===== src/rtl/mac_frame_accum.sv =====
// Pipelined multiply-accumulate: registers operands, multiplies, then sums
// LEN products per frame with wrap or saturate overflow and a per-frame flag.
module mac_frame_accum #(
  parameter int WIDTH     = 4,
  parameter int ACC_WIDTH = 12,
  parameter int LEN       = 4,
  parameter int SATURATE  = 0
) (
  input  logic                 clk,
  input  logic                 rst,
  input  logic                 in_valid,
  input  logic [WIDTH-1:0]     a,
  input  logic [WIDTH-1:0]     b,
  input  logic                 clr,
  output logic [ACC_WIDTH-1:0] d,
  output logic                 out_valid,
  output logic                 ovf
);

  localparam int CNT_W = (LEN > 1) ? $clog2(LEN) : 1;
  localparam logic [CNT_W-1:0] LAST = CNT_W'(LEN - 1);

  logic [WIDTH-1:0]     r1_q, r1_d, r2_q, r2_d;
  logic                 v1_q, v1_d, v2_q, v2_d;
  logic [2*WIDTH-1:0]   p_q, p_d;
  logic [CNT_W-1:0]     cnt_q, cnt_d;
  logic [ACC_WIDTH-1:0] acc_q, acc_d;
  logic                 fo_q, fo_d;
  logic [ACC_WIDTH-1:0] res_q, res_d;
  logic                 ov_q, ov_d;
  logic                 ovf_q, ovf_d;

  logic [ACC_WIDTH-1:0] base;
  logic [ACC_WIDTH:0]   sum;
  logic                 term_ovf;
  logic [ACC_WIDTH-1:0] result;
  logic                 fo_next;

  // First term of a frame ignores the previous accumulator and sticky flag.
  always_comb begin
    base     = (cnt_q == '0) ? '0 : acc_q;
    sum      = {1'b0, base} + {{(ACC_WIDTH + 1 - 2*WIDTH){1'b0}}, p_q};
    term_ovf = sum[ACC_WIDTH];
    result   = ((SATURATE != 0) && term_ovf) ? '1 : sum[ACC_WIDTH-1:0];
    fo_next  = ((cnt_q == '0) ? 1'b0 : fo_q) | term_ovf;
  end

  always_comb begin
    r1_d  = r1_q;
    r2_d  = r2_q;
    v1_d  = in_valid;
    p_d   = p_q;
    v2_d  = v1_q;
    cnt_d = cnt_q;
    acc_d = acc_q;
    fo_d  = fo_q;
    res_d = res_q;
    ov_d  = 1'b0;
    ovf_d = ovf_q;

    if (in_valid) begin
      r1_d = a;
      r2_d = b;
    end
    if (v1_q) begin
      p_d = {{WIDTH{1'b0}}, r1_q} * {{WIDTH{1'b0}}, r2_q};
    end

    if (v2_q) begin
      if (cnt_q == LAST) begin
        res_d = result;
        ovf_d = fo_next;
        ov_d  = 1'b1;
        cnt_d = '0;
        acc_d = '0;
        fo_d  = 1'b0;
      end else begin
        acc_d = result;
        fo_d  = fo_next;
        cnt_d = cnt_q + 1'b1;
      end
    end

    // Abort wins over everything, including a frame completing this cycle.
    if (clr) begin
      v1_d  = 1'b0;
      v2_d  = 1'b0;
      cnt_d = '0;
      acc_d = '0;
      fo_d  = 1'b0;
      ov_d  = 1'b0;
      res_d = res_q;
      ovf_d = ovf_q;
    end
  end

  always_ff @(posedge clk or posedge rst) begin
    if (rst) begin
      r1_q  <= '0;
      r2_q  <= '0;
      v1_q  <= 1'b0;
      p_q   <= '0;
      v2_q  <= 1'b0;
      cnt_q <= '0;
      acc_q <= '0;
      fo_q  <= 1'b0;
      res_q <= '0;
      ov_q  <= 1'b0;
      ovf_q <= 1'b0;
    end else begin
      r1_q  <= r1_d;
      r2_q  <= r2_d;
      v1_q  <= v1_d;
      p_q   <= p_d;
      v2_q  <= v2_d;
      cnt_q <= cnt_d;
      acc_q <= acc_d;
      fo_q  <= fo_d;
      res_q <= res_d;
      ov_q  <= ov_d;
      ovf_q <= ovf_d;
    end
  end

  assign d         = res_q;
  assign out_valid = ov_q;
  assign ovf       = ovf_q;

endmodule


===== config.mk =====
export PLATFORM = sky130hd
export DESIGN_NAME = mac_frame_accum
export DESIGN_NICKNAME = d
export VERILOG_FILES = /design/src/rtl/mac_frame_accum.sv
export SDC_FILE = /design/constraint.sdc
export NUM_CORES = 1
export LEC_CHECK = 0
export ABC_AREA = 1
export BUFFER_PORTS_ARGS = -buffer_cell sky130_fd_sc_hd__buf_4
export CAP_MARGIN = 20
export CORE_MARGIN = 4
export CORE_UTILIZATION = 35
export CTS_CLUSTER_DIAMETER = 150
export DETAILED_ROUTE_END_ITERATION = 12
export MAX_ROUTING_LAYER = met4
export PLACE_DENSITY_LB_ADDON = 0.08
export SLEW_MARGIN = 5
export SYNTH_ARGS = -nofsm -noshare
export SYNTH_HDL_FRONTEND = slang
export SYNTH_SLANG_ARGS = --single-unit

===== constraint.sdc =====
create_clock -name clk -period 3.2 [get_ports clk]
set_input_delay 0.48 -clock clk [delete_from_list [all_inputs] [get_ports clk]]
set_output_delay 0.48 -clock clk [all_outputs]
set_load 0.005 [all_outputs]

After elaboration in Yosys (flattened, before gate mapping)
Cells that the tools add are included.

Bits in registers: 47. Input port bits: 12. Logic and storage cells: 36.

$add $sub $neg: 2. $mul: 1. Eq/ne operators: 1. Muxes and demuxes: 16. Bitwise operators: 2. Reductions and logical operators: 3.

Operator list (number): 12-bit two-way mux (4); 12-bit by 8-bit adder with 13-bit output (1); 1-bit two-way mux (9); 4-bit by 4-bit multiplier with 8-bit output (1); 2-bit two-way mux (3); 3-bit AND reduction (1); 2-bit by 1-bit adder with 2-bit output, second input constant (1); 2-bit equality test, second input constant (1); 2-bit logical NOT (1); 2-bit nonzero test (1); 1-bit NOT (1); 1-bit bitwise OR (1).

Logic depth before layout (Yosys ltp)
Gate-level depths: netlist (run 1).

Depth in word-level cells: 7. Gate-level depth with buffers: 15.

Worst setup path after synthesis (run 1)
Ideal clock, no wire load.

Kind: register to register. Start point: reg r2_q[3]. End point: reg p_q[6]. Arrival time: 2421 ps. Required time: 3073 ps. Slack: 652 ps. Cell stages (with the launch flop): 10. Buffers on the path: 0. Clock period less this slack: 2548 ps. Cell sequence: dfrtp_1 -> nand2_1 -> fa_1 -> fa_1 -> fa_1 -> inv_1 -> a21oi_1 -> o21ai_0 -> xor2_1 -> o21ai_0.

Cells in the longest elaborated chain, start to end: 1.

Ends and longest elaborated chain: start, declared (line 23) `logic [WIDTH-1:0] r1_q, r1_d, r2_q, r2_d;`; start signal, assigned (line 112) `r2_q <= r2_d;`; 4-bit by 4-bit multiplier with 8-bit output (line 66) `p_d = {{WIDTH{1'b0}}, r1_q} * {{WIDTH{1'b0}}, r2_q};`; end signal, assigned (line 114) `p_q <= p_d;`; end, declared (line 25) `logic [2*WIDTH-1:0] p_q, p_d;`.

Every way passes these cells. A chain may end at the register's enable or synchronous reset.

Worst setup path in the final report (run 1)
Same ends and word-level chain as after synthesis.

==> results of run 1 <==
[stage by stage]
| stage | util | instance area, um^2 | hold WS, ns | cells | setup slack (ns) |
|---|---|---|---|---|---|
| 3_5_place_dp | 0.403 | 3150 | 0.467 | 486 | 0.516 |
| 3_3_place_gp | 0.403 | 3150 | 0.463 | 486 | 0.561 |
| 6_report | 0.418 | 3270 | 0.161 | 495 | 0.515 |
| 2_1_floorplan | - | 2850 | 0.448 | 362 | 0.652 |
| 4_1_cts | 0.416 | 3250 | 0.376 | 494 | 0.507 |
| 5_1_grt | 0.418 | 3270 | 0.183 | 495 | 0.323 |
[registers in the layout, indices dropped and copies added, names as in the netlist, 2 cells and up]
register and count:
acc_q 12, cnt_q 2, d 12, p_q 8
r1_q 4, r2_q 4
[final cells by class]
class	count	area, um^2	area share
Multi-Input combinational cell	247	1410	0.431
Sequential cell	47	1180	0.360
Inverter	64	240	0.0736
Timing Repair Buffer	27	215	0.0659
Tap cell	102	128	0.0391
Clock buffer	8	100	0.0307
[worst reg2reg max path: cells and delay by family (launching register included)]
kind | cells | cell delay, ns
fa+ha+maj | 3 | 1.48
xor+xnor | 1 | 0.15
compound gates | 3 | 0.32
buf+inv | 1 | 0.09
simple gates | 1 | 0.10
flops | 1 | 0.41
[path summary, 6_finish.rpt]
check	from	endpoint	slack [ns]	cells past startpoint
max	r2_q[3]	p_q[6]	0.52	9
min	rst	d[7]	0.16	2
max reg2reg	r2_q[3]	p_q[6]	0.52	9
min reg2reg	d[8]	d[8]	0.48	2
max in group asynchronous	rst	acc_q[7]	2.55	3
min in group clk	b[3]	r2_q[3]	0.39	3
[cell usage in the layout (no fill, tap or decap)]
cell,netlist,routed
a21oi_1,4,4
clkbuf_1,2,1
xor2_1,3,3
dfrtp_1,47,47
nand3_2,2,2
ha_1,22,22
nor2_4,1,1
nand4_1,2,2
o21bai_1,2,2
or2_1,2,2
nor2_2,1,1
nand2_2,4,4
a21oi_4,1,1
nor3_4,1,1
inv_2,5,6
buf_12,0,1
nand2_1,116,116
clkbuf_8,0,7
inv_1,59,58
o22ai_1,5,5
o31ai_1,1,1
o21ai_0,19,19
nor2_1,22,22
a31oi_1,1,1
o21ai_2,2,2
xnor2_1,2,2
buf_4,1,26
nand3_1,26,26
a21oi_2,1,1
nand3b_1,1,1
nor3_2,1,1
fa_1,5,5
[metal layers]
metal	GRT usage	vias to the layer above	share of wire
li1	-	1196	-
met2	0.205	42	0.44
met5	-	-	0
met1	0.189	1053	0.50
met4	0.0378	0	0.018
met3	0.0264	8	0.044
[cell families after synthesis]
logic type / Yosys count
compound gates: 36
xor+xnor: 5
fa+ha+maj: 27
buf+inv: 68
flops: 47
simple gates: 179
[power breakdown]
| group | leakage [nW] | internal, mW | switching [mW] |
|---|---|---|---|
| sequential | 0.631 | 0.630 | 0.0326 |
| combinational | 1.11 | 0.0875 | 0.135 |
| clock | 0.0515 | 0.197 | 0.191 |
| total | 1.79 | 0.915 | 0.359 |
==> out/metrics.csv, run 1 <==
stage,metric,value,unit
run_status,outcome,completed,
sta,rsz0062_at_grt,false,
die,die_height,98.2,um
detailed_routing,ant_nets,0,
clocking,cts_tree,yes,
sta,fin_crit,2.68,ns
logic_synthesis,synthTopCellsByCount,"116 x nand2_1, 59 x inv_1, 47 x dfrtp_1",
detailed_routing,drc,0,
critical_path,crit_chain,nand2_1 -> fa_1 -> fa_1 -> fa_1 -> inv_1 -> a21oi_1 -> o21ai_0 -> xor2_1 -> o21ai_0,
sta,setup_viol,0,
final_layout,final_nets,431,
logic_synthesis,synth.net_count,401,
final_layout,drive_gt1_frac,0.137,
critical_path,crit_slowest_cell,fa_1,
clocking,post-cts-setup-buffer-count,0,
clocking,ctsResizeCount,0,
placed_design,dp_hpwl,4660,um
die,start_util,0.365,
detailed_routing,detail_route.wl_per_cell,12.1,um
critical_path,crit_required,3.37,ns
critical_path,crit_path_start_kind,register,
final_layout,diodes,0,
critical_path,critical_path.max_stage_delay,0.54,ns
critical_path,cp_common_cell,fa_1,
logic_synthesis,synth_top_area_share,0.413,
final_layout,syn2layout_area_growth,14.6,%
sta,relSlewSlack,0.700,
power,ir_drop,0.199,mV
clocking,ctsHoldBuffers,0,
logic_synthesis,syn_avg_cell_area,7.87,um^2
detailed_routing,vias,2299,
logic_synthesis,synth_edf_count,0,
grt,grt-ovfl-total,0,
detailed_routing,drt-initial-drc-count,82,
detailed_routing,drt-vias-per-instance,4.64,
logic_synthesis,synth-simple-area-share,0.270,
logic_synthesis,synth_xor_area_frac,0.0154,
die,dieWidth,98.2,um
clocking,clock_sinks,47,
power,p_leak,1.79,nW
clocking,cts_made_buffers,5,
grt,grt_usage,0.137,
grt,antenna_found_initial,0,
clocking,clock_latency,0.29,ns
detailed_routing,first_pass_iters,4,
logic_synthesis,synthMuxAreaShare,0,
logic_synthesis,synth-compound-area-share,0.0764,
clocking,htreeDepth,2,
logic_synthesis,ys_warn_count,0,
grt,grt_pass1_wl,10600,um
grt,grt_max_degree,48,
critical_path,path_buf_inv,1,
logic_synthesis,synthCells,362,
critical_path,cp_top_family,adder cells,
worst_hold_path,min_path_type,input port to async pin,
clocking,clock-root-buffer,clkbuf_8,
die,rows,32,
sta,hold_viol,0,
placed_design,place_congestion,0.872,
logic_synthesis,ys_types,31,
logic_synthesis,synth_area_leaders,"dfrtp_1 41%, nand2_1 15%, ha_1 9.7%",
detailed_routing,wirelength,5990,um
sta,slew_viol_final,0,
power,powerDensity,390,nW/um^2
logic_synthesis,ys_async_sr_fraction,1.00,
sta,fmax,372,MHz
logic_synthesis,ys_seq_area_frac,0.413,
logic_synthesis,ys_ff_latch,47,
logic_synthesis,synth_fa_ha_area_frac,0.132,
placed_design,port-buffer-count,25,
sta,finalClockSkew,0.00729,ns
final_layout,fill_cells,817,
die,fp.dieArea,9650,um^2
critical_path,cp.arrival,2.85,ns
logic_synthesis,syn-cell-area,2850,um^2
sta,period_share,0.839,
critical_path,path_class,register to register,
die,core,7810,um^2
critical_path,critPathMaxFanout,5,
sta,worst_slew_pin_slew,0.449,ns
grt,grt_pass1_vias,2246,
job,drv_cap,0,
die,io_pins,26,
logic_synthesis,synth_top_family_by_area,simple AND/OR/NAND/NOR gates,
critical_path,crit_path_end_kind,register,
clocking,clockBufferDepth,2,
clocking,clk_pin_slew,0.09,ns
logic_synthesis,synth_flop_cell,dfrtp_1,
logic_synthesis,post-synth-top-count-cell,nand2_1,
power,power,1.27,mW
sta,fin_setup_tns,0,ns
logic_synthesis,yosysTopAreaCell,dfrtp_1,
Power figures use the tool's default switching activity.
==> inputs of run 2 (changes only) <==
clock period = 2.5 ns   (was 3.2 ns; I/O delays follow)
==> out/metrics.csv, run 2 (synthesis results as in run 1) <==
stage,metric,value,unit,change
final_layout,mostFrequentLayoutCell,nand2_1,,
die,fp.dieArea,9650,um^2,unchanged
detailed_routing,first_pass_iters,4,,unchanged
placed_design,dp_hpwl,4930,um,+5.8%
final_layout,fin_util,0.430,,+0.0122
die,start_util,0.365,,unchanged
detailed_routing,drt-initial-drc-count,93,,+13%
detailed_routing,detail_route.wl_per_cell,12.3,um,+1.9%
placed_design,port-buffer-count,25,,unchanged
detailed_routing,wirelength,6260,um,+4.4%
sta,rsz0062_at_grt,true,,
sta,fmax,392,MHz,+5.1%
clocking,ctsHoldBuffers,0,,unchanged
sta,fin_crit,2.55,ns,-0.131 ns
clocking,clock_latency,0.29,ns,about the same
clocking,clock_sinks,47,,unchanged
grt,grt_max_degree,20,,-58%
die,dieWidth,98.2,um,unchanged
placed_design,place_congestion,0.886,,+1.6%
critical_path,cp.arrival,2.74,ns,-0.11 ns
clocking,cts_tree,yes,,
critical_path,path_class,register to register,,
critical_path,r2r_setup_slack,-0.05,ns,-0.57 ns
sta,setup_viol,1,,+1
final_layout,drive_gt1_frac,0.183,,+0.0453
clocking,htreeDepth,2,,unchanged
sta,fin_setup_tns,-0.0539,ns,-0.0539 ns
grt,grt_usage,0.142,,+0.00573
power,ir_drop,0.223,mV,+12%
worst_hold_path,min_path_type,input port to async pin,,
die,die_height,98.2,um,unchanged
clocking,cts_made_buffers,5,,unchanged
sta,finalClockSkew,0.00756,ns,+0.000263 ns
power,p_leak,1.84,nW,+2.8%
die,core,7810,um^2,unchanged
final_layout,final_cell_mix,"114 x nand2_1, 57 x inv_1, 47 x dfrtp_1",,
detailed_routing,vias,2309,,+0.43%
clocking,clock-root-buffer,clkbuf_8,,
grt,grt-ovfl-total,0,,unchanged
critical_path,crit_path_end_kind,register,,
clocking,clk_pin_slew,0.08,ns,about the same
sta,period_share,1.02,,+0.183
sta,slew_viol_final,0,,unchanged
power,powerDensity,492,nW/um^2,+26%
detailed_routing,drt-vias-per-instance,4.55,,-1.9%
job,drv_cap,0,,unchanged
sta,worst_slew_pin_slew,0.490,ns,+0.0411 ns
detailed_routing,ant_nets,0,,unchanged
run_status,outcome,"complete, but fails checks",,
critical_path,critPathMaxFanout,4,,-1
critical_path,crit_path_start_kind,register,,
sta,relSlewSlack,0.672,,-0.0275
grt,grt_pass1_vias,2326,,+3.6%
critical_path,crit_required,2.68,ns,-0.69 ns
clocking,clockBufferDepth,2,,unchanged
die,rows,32,,unchanged
detailed_routing,drc,0,,unchanged
die,io_pins,26,,unchanged
grt,grt_pass1_wl,10900,um,+2.9%
grt,antenna_found_initial,0,,unchanged
final_layout,syn2layout_area_growth,18.0,%,
final_layout,final_nets,443,,+2.8%
sta,setup_ws,-0.0539,ns,-0.569 ns
final_layout,diodes,0,,unchanged
sta,hold_viol,0,,unchanged
run_status,failed_checks,negative setup slack,,
## run 2: critical path: stages, from the launching register on
cell	delay [ns]
dfrtp_1	0.41
nand2_2	0.08
fa_1	0.48
fa_1	0.56
inv_1	0.06
ha_1	0.28
nand3_1	0.08
nand2_1	0.06
nand2_1	0.06
nand2_1	0.06
or2_1	0.20
nand3_1	0.06
nand2_1	0.05
## run 2: path summary, 6_finish.rpt
kind                         start        to  cells past startpoint
setup / recovery           r1_q[2]    p_q[7]                     12
max in group asynchronous      rst  acc_q[2]                      3
min in group clk              b[3]   r2_q[3]                      3
hold reg to reg               fo_q      fo_q                      2
hold / removal                 rst       ovf                      2
setup reg to reg           r1_q[2]    p_q[7]                     12
## run 2: cell type report
class / count / area (um^2)
timing repair buffer: 39 / 293
tap: 102 / 128
clock buffer: 8 / 100
multi-input combinational: 247 / 1420
inverter: 64 / 240
fill: 816 / 4450
sequential: 47 / 1180
## run 2: where the power goes
part	switching [mW]	internal [mW]	leakage, nW
Sequential	0.0367	0.806	0.631
Combinational	0.186	0.129	1.16
Clock	0.243	0.253	0.0515
Total	0.466	1.19	1.84
## run 2: timing repair
item / in CTS / in global routing
pin swaps: 1 / 8
setup endpoints to repair: 2 / 14
setup buffers: 2 / 1
resized for setup: 1 / 10
## run 2: layer usage
metal / up-vias / global-route usage / wire, um
li1: 1217 / - / -
met5: - / - / 0
met3: 4 / 0.0243 / 263
met2: 40 / 0.225 / 2910
met1: 1048 / 0.191 / 3020
met4: 0 / 0.0357 / 61
## run 2: metrics by stage
step / cell area (um^2) / cells / power [mW] / hold slack (ns) / setup slack (ns)
final: 3360 / 507 / 1.65 / 0.0517 / -0.0539
after global routing: 3360 / 507 / 1.77 / 0.0702 / -0.237
after global placement: 3220 / 496 / 1.17 / 0.378 / 0.00397
after detailed placement: 3220 / 496 / 1.17 / 0.382 / -0.0414
after CTS: 3340 / 506 / 1.68 / 0.0560 / -0.0339
after floorplan: 2850 / 362 / 1.06 / 0.441 / 0.0307
